--- src/rtl/univ_shift_reg.sv ---
// Universal shift register: hold, shift right, shift left or parallel load, with a saturating shift counter.
// Latency: one cycle; Q, cnt and done update on the enabled rising edge. sout is combinational from Q and mode.
// Backpressure: none; En=0 stalls all state, and reset wins over En and mode.
module univ_shift_reg #(
   parameter int WIDTH  = 8,
   parameter bit ROTATE = 1'b0
) (
   input  logic                       clk,
   input  logic                       reset,
   input  logic                       En,
   input  logic [1:0]                 mode,
   input  logic [WIDTH-1:0]           D,
   input  logic                       sin_r,
   input  logic                       sin_l,
   output logic [WIDTH-1:0]           Q,
   output logic                       sout,
   output logic [$clog2(WIDTH+1)-1:0] cnt,
   output logic                       done
);

   localparam int CNT_W = $clog2(WIDTH+1);
   localparam logic [CNT_W-1:0] CNT_MAX = CNT_W'(WIDTH);

   localparam logic [1:0] MODE_HOLD  = 2'b00;
   localparam logic [1:0] MODE_RIGHT = 2'b01;
   localparam logic [1:0] MODE_LEFT  = 2'b10;
   localparam logic [1:0] MODE_LOAD  = 2'b11;

   logic [WIDTH-1:0] q_nxt;
   logic [CNT_W-1:0] cnt_nxt;
   logic             done_nxt;
   logic [CNT_W-1:0] cnt_sat;
   logic             fill_r;
   logic             fill_l;

   // Bit entering the vacated end: the recirculated edge bit when rotating, else the serial input.
   assign fill_r = ROTATE ? Q[0]       : sin_r;
   assign fill_l = ROTATE ? Q[WIDTH-1] : sin_l;

   // Shift count after one more shift; sticks at WIDTH so Q keeps moving while the count stays pinned.
   assign cnt_sat = (cnt == CNT_MAX) ? cnt : cnt + 1'b1;

   // Outgoing bit: LSB while shifting right, MSB for every other mode.
   assign sout = (mode == MODE_RIGHT) ? Q[0] : Q[WIDTH-1];

   // Next-state decode; every path starts from "hold" so disabled cycles and mode 00 need no extra terms.
   always_comb begin
      q_nxt    = Q;
      cnt_nxt  = cnt;
      done_nxt = done;
      if (En) begin
         case (mode)
            MODE_HOLD: begin
               q_nxt    = Q;
               cnt_nxt  = cnt;
               done_nxt = done;
            end
            MODE_RIGHT: begin
               q_nxt    = {fill_r, Q[WIDTH-1:1]};
               cnt_nxt  = cnt_sat;
               done_nxt = (cnt_sat == CNT_MAX);
            end
            MODE_LEFT: begin
               q_nxt    = {Q[WIDTH-2:0], fill_l};
               cnt_nxt  = cnt_sat;
               done_nxt = (cnt_sat == CNT_MAX);
            end
            MODE_LOAD: begin
               // A load restarts the count even on the cycle a shift would have saturated it.
               q_nxt    = D;
               cnt_nxt  = '0;
               done_nxt = 1'b0;
            end
         endcase
      end
   end

   // State register; synchronous reset aborts any shift sequence in progress.
   always_ff @(posedge clk) begin
      if (reset) begin
         Q    <= '0;
         cnt  <= '0;
         done <= 1'b0;
      end else begin
         Q    <= q_nxt;
         cnt  <= cnt_nxt;
         done <= done_nxt;
      end
   end

endmodule

--- config.mk ---
export PLATFORM = sky130hd
export DESIGN_NAME = univ_shift_reg
export DESIGN_NICKNAME = d
export VERILOG_FILES = /design/src/rtl/univ_shift_reg.sv
export SDC_FILE = /design/constraint.sdc
export NUM_CORES = 1
export LEC_CHECK = 0
export ABC_AREA = 1
export CAP_MARGIN = 20
export CORE_MARGIN = 2
export CORE_UTILIZATION = 37
export CTS_CLUSTER_SIZE = 30
export DETAILED_ROUTE_END_ITERATION = 8
export PLACE_DENSITY = 0.73
export SYNTH_ARGS = -nofsm -noshare
export SYNTH_HDL_FRONTEND = slang
export SYNTH_SLANG_ARGS = --single-unit
--- constraint.sdc ---
create_clock -name clk -period 1.1 [get_ports clk]
set_input_delay 0.33 -clock clk [delete_from_list [all_inputs] [get_ports clk]]
set_output_delay 0.33 -clock clk [all_outputs]
set_load 0.1 [all_outputs]
-- Word level (Yosys, flattened, before mapping)
Cells that the tools add are included.
- RAM bits: 0
- latch bits: 0
- register bits after elaboration: 13
- word-level logic and storage cells: 18
- ROM bits: 0
- memories: 0
- muxes and demuxes: 5
- magnitude comparators: 0
- $add $sub $neg: 1
- shifts and indexed selects: 0
- equal/unequal tests: 5
- reduce and logical (&&, ||, !) cells: 3
- bitwise gates (word level): 1
- multiply operators: 0
- div/mod/pow operators: 0
- operators by type and width (kind ; count):
    8-bit case mux with 3 select lines ; 1
    4-bit equality test (second input constant) ; 2
    4-bit case mux with 2 select lines ; 1
    4-bit by 1-bit adder with 4-bit output (second input constant) ; 1
    2-bit equality test (second input constant) ; 2
    4-bit two-way mux ; 1
    2-bit by 1-bit equality test with 1-bit output (second input constant) ; 1
    2-bit zero test ; 1
    1-bit case mux with 2 select lines ; 1
    2-bit AND reduction ; 1
    2-bit OR reduction ; 1
    1-bit two-way mux ; 1
    1-bit inverter ; 1

-- Logic depth before layout (Yosys ltp)
- word-level depth: 4
- mapped depth: 8
- gate-level depth less buffers: 8

-- Worst setup path after synthesis
Ideal clock, no wire load.
- kind: register to output
- start point: register Q[7]
- end point: output sout
- cell stages (with the launch flop): 3
- path slack: -1.079 ns
- data arrival time: 1.849 ns
- cells stage by stage: dfxtp_1 > o21ai_0 > nand2_1
- word-level cells in the longest chain between the ends: 1
- RTL lines (item ; RTL line ; source):
    from (decl) ; 15 ; output logic [WIDTH-1:0] Q,
    from (signal assigned) ; 85 ; Q <= q_nxt;
    1-bit two-way mux ; 44 ; assign sout = (mode == MODE_RIGHT) ? Q[0] : Q[WIDTH-1];
    to (decl) ; 16 ; output logic sout,
Every way passes these cells.

-- Worst setup path in the final report
- start point: register cnt[0]
- end point: register done
- word-level cells in the longest chain between the ends: 4
- RTL lines (item ; RTL line ; source):
    from (decl) ; 17 ; output logic [$clog2(WIDTH+1)-1:0] cnt,
    from (signal assigned) ; 86 ; cnt <= cnt_nxt;
    4-bit by 1-bit adder with 4-bit output or 4-bit equality test (tied branches) ; 41 ; assign cnt_sat = (cnt == CNT_MAX) ? cnt : cnt + 1'b1;
    4-bit two-way mux * ; 41 ;
    4-bit equality test * ; 61, 66 ;
    1-bit case mux with 2 select lines * ; 52 ; case (mode)
    to (signal assigned) ; 87 ; done <= done_nxt;
    to (decl) ; 18 ; output logic done
Every way passes the cells marked *; elsewhere a longest branch is shown, timed or not.
A chain may end at the register's enable or synchronous reset.

==> summary.txt <==
Power and ir drop
  – Int Power: 0.918 mW
  – Logic gate share of total power: 45.7%
  – Pwr Density: 984 nW/µm²
  – Switching Share: 41.5%
  – Clock power share: 21.3%
  – Final total power: 1.57 mW
  – Proportion of power drawn by flip-flops and latches: 33.0%
  – Sw power: 0.652 mW
  – Cell leakage power: 0.644 nW
  – Peak VDD IR: 729 µV

Critical path
  – R2r setup slk: -0.21 ns
  – R2R Path End: done
  – Crit path cell chain: buf_6, inv_4, ha_4, nand3_2, nand2_2, nand2_2, nor2_1, nand2_1, a21oi_2
  – RR Startpoint: cnt[0]
  – FF-to-FF path depth: 9
  – Crit path launch type: flip-flop
  – Crit path top cell by count: nand2_2
  – Worst Setup End Kind: flip-flop
  – Setup CP Type: reg -> reg
  – Critical path origin: cnt[0]
  – Arrival @ worst endpoint: 1.55 ns
  – Required time worst endpoint: 1.33 ns
  – Slowest stage cell, crit path: dfxtp_4
  – CP peak stage delay: 0.37 ns
  – CP Max Fanout: 3

CTS
  – CTS Buf Count: 3
  – Clock latency on the worst-skew pair: 0.29 ns
  – Worst-path clk slew: 0.09 ns
  – CTS tree: yes
  – CTS max path bufs: 2
  – CTS root buffer: clkbuf_4
  – CTS sink cnt: 13
  – H-Tree Depth: 1
  – # hold bufs at CTS: 0

Placed design
  – Placement Cell Area: 1300 µm²
  – Port Buffer Count: 28
  – Place WS: -0.685 ns
  – Hpwl dp: 1.64 mm
  – Placed cell count: 168
  – Placer congestion estimate: 0.850

Floorplanning
  – Core Area: 1780 µm²
  – Die Span Y: 48.2 µm
  – Initial Utilization: 40.5%
  – Rows: 15
  – Top Ports: 29
  – Die Width: 48.2 µm
  – Die ar.: 2320 µm²

Global route
  – Vias in the first global route: 974
  – Largest net degree at the start of global routing: 13
  – GRT Residual Overflow: 0
  – Gr usage total: 25.5%
  – Initial antenna violation count: 0
  – First-pass GRT wire length: 4.07 mm

Yosys
  – Ys async rst share: 0%
  – Syn avg cell area: 6.88 µm²
  – Synth area leader: dfxtp_1
  – Post-synth top area share: 36.0%
  – Ys flop type: dfxtp_1
  – Register area share after synthesis: 36.0%
  – Count leader, synth: nand2_1
  – Synth warnings: 0
  – FF+latch count, synth: 13
  – Mapped cell area: 722 µm²
  – Number of flops mapped to enable cells by yosys: 0
  – Post-synth cell types: 18
  – Top post-synthesis cells by area: dfxtp_1 (36%), nand2_1 (13%), a21oi_1 (9.0%), nand3_1 (9.0%), a31oi_1 (6.9%)
  – Synth top cells by count: nand2_1 (25), a21oi_1 (13), dfxtp_1 (13), nand3_1 (13), o21ai_0 (9)
  – Synthesized instance count: 105
  – Synthesized net count: 122

Timing
  – Setup ws final: -0.215 ns
  – Rel. slew slack: 71.5%
  – Fmax: 0.761 GHz
  – Sum of negative setup slack: -2.09 ns
  – Hold Fails Final Rpt: 0
  – Fin crit period: 1.31 ns
  – Fin. max-slew vios: 0
  – Clock Skew: 0.000445 ns
  – Endpoints failing setup: 19
  – RSZ-0062 raised after global routing: yes
  – Fin crit share: 120%
  – Actual slew at the worst max-slew pin: 0.428 ns

Layout
  – Diodes inserted: 0
  – Syn-to-layout area delta: 121%
  – Share of cells above drive strength 1: 53.4%
  – Net count, final: 181
  – Final Instance Area: 1600 µm²
  – Finished Layout Cells: 188

Routing
  – Routed Antenna Nets: 0
  – Drt drc: 0
  – Vias/cell: 6.04
  – Iter 0 DRT Violations: 73
  – Via count: 1135
  – Final wirelength: 3.54 mm
  – Drt pass-1 iters: 4
  – Drt wl/cell: 18.8 µm

Worst hold path
  – WHS Endpoint: done
  – Worst hold path depth: 2
  – Hold Crit Class: reg -> reg
  – Worst Hold Launch: done

Run status
  – Run status: complete, but fails checks
  – Failing checks: negative setup slack

Run
  – Max Cap Viol: 0
power by group through the flow:
stage / clock network, mW / registers, mW / logic, mW
after floorplan: 0 / 0.722 / 0.143
after global placement: 0 / 0.539 / 0.573
after detailed placement: 0 / 0.539 / 0.579
after CTS: 0.315 / 0.515 / 0.646
after global routing: 0.359 / 0.521 / 0.739
final: 0.334 / 0.519 / 0.717
metrics by stage:
stage          hold slack (ns)  utilization [%]
2_1_floorplan            0.389                -
3_3_place_gp             0.470             73.1
3_5_place_dp             0.473             73.1
4_1_cts                  0.485             83.8
5_1_grt                  0.546             89.5
6_report                 0.530             89.5
area by class of cell:
cell class                      instances  area, µm²
Clock buffer                            4       26.3
Fill cell                              70        188
Inverter                               12       60.1
Multi-Input combinational cell         79        532
Sequential cell                        13        307
Tap cell                               25       31.3
Timing Repair Buffer                   55        639
worst max path at each step:
stage	to	cells past startpoint
CTS	sout	3
floorplan	sout	2
finish	done	9
global placement	sout	5
global route	done	9
detailed placement	sout	5
flip-flops by register name, indices dropped and copies added (netlist names):
| register | flops |
|---|---|
| cnt | 4 |
| Q | 8 |
| done | 1 |
metal layers:
layer  up-vias  global-route usage (%)  wire length [µm]
met5         -                       0                 0
met1       518                    30.2              1330
li1        478                       -                 -
met4         0                    15.7               150
met2       114                    41.6              1640
met3        25                    5.56               418
cells by family (layout without fill, tap and decap cells):
kind of cell	count (synthesis)	count (layout)	synth area share [%]
and+or+nand+nor	46	47	29.5
AOI/OAI and AO/OA	30	30	22.2
buffers and inverters	14	71	8.84
DFF	13	13	36.0
adders and majority gates	2	2	3.47
layout by cell type (no fill, tap or decap):
cell type,n
nand3_1,9
clkdlybuf4s50_1,11
a21oi_1,9
a31oi_1,8
o21ai_1,3
buf_6,7
nand2_4,4
nor2_2,1
inv_2,2
nand3_4,2
buf_2,2
nand2_8,1
nand3_2,3
o21ai_0,5
o21ai_4,1
nor2_1,2
buf_12,14
clkbuf_4,3
inv_1,5
inv_4,4
inv_6,1
nand2_2,3
nand4_1,2
dfxtp_4,12
clkdlybuf4s15_1,1
ha_4,2
dfxtp_2,1
nand2_1,20
clkbuf_1,1
buf_4,20
a21oi_2,4
repair_timing:
item | 4_1_cts | 5_1_grt
gates resized for setup | 30 | 24
endpoints found under the setup margin | 27 | 27
pin swaps | 5 | 8
cloned | 0 | 1
buffers inserted | 14 | 1
worst max-delay path: cells and delay by family, from the launching register on:
kind,cells,cell delay [ns]
simple gates,5,0.42
flops,1,0.37
buf+inv,2,0.20
fa+ha+maj,1,0.15
compound gates,1,0.12
No activity file was read; power rests on OpenSTA's default activity.
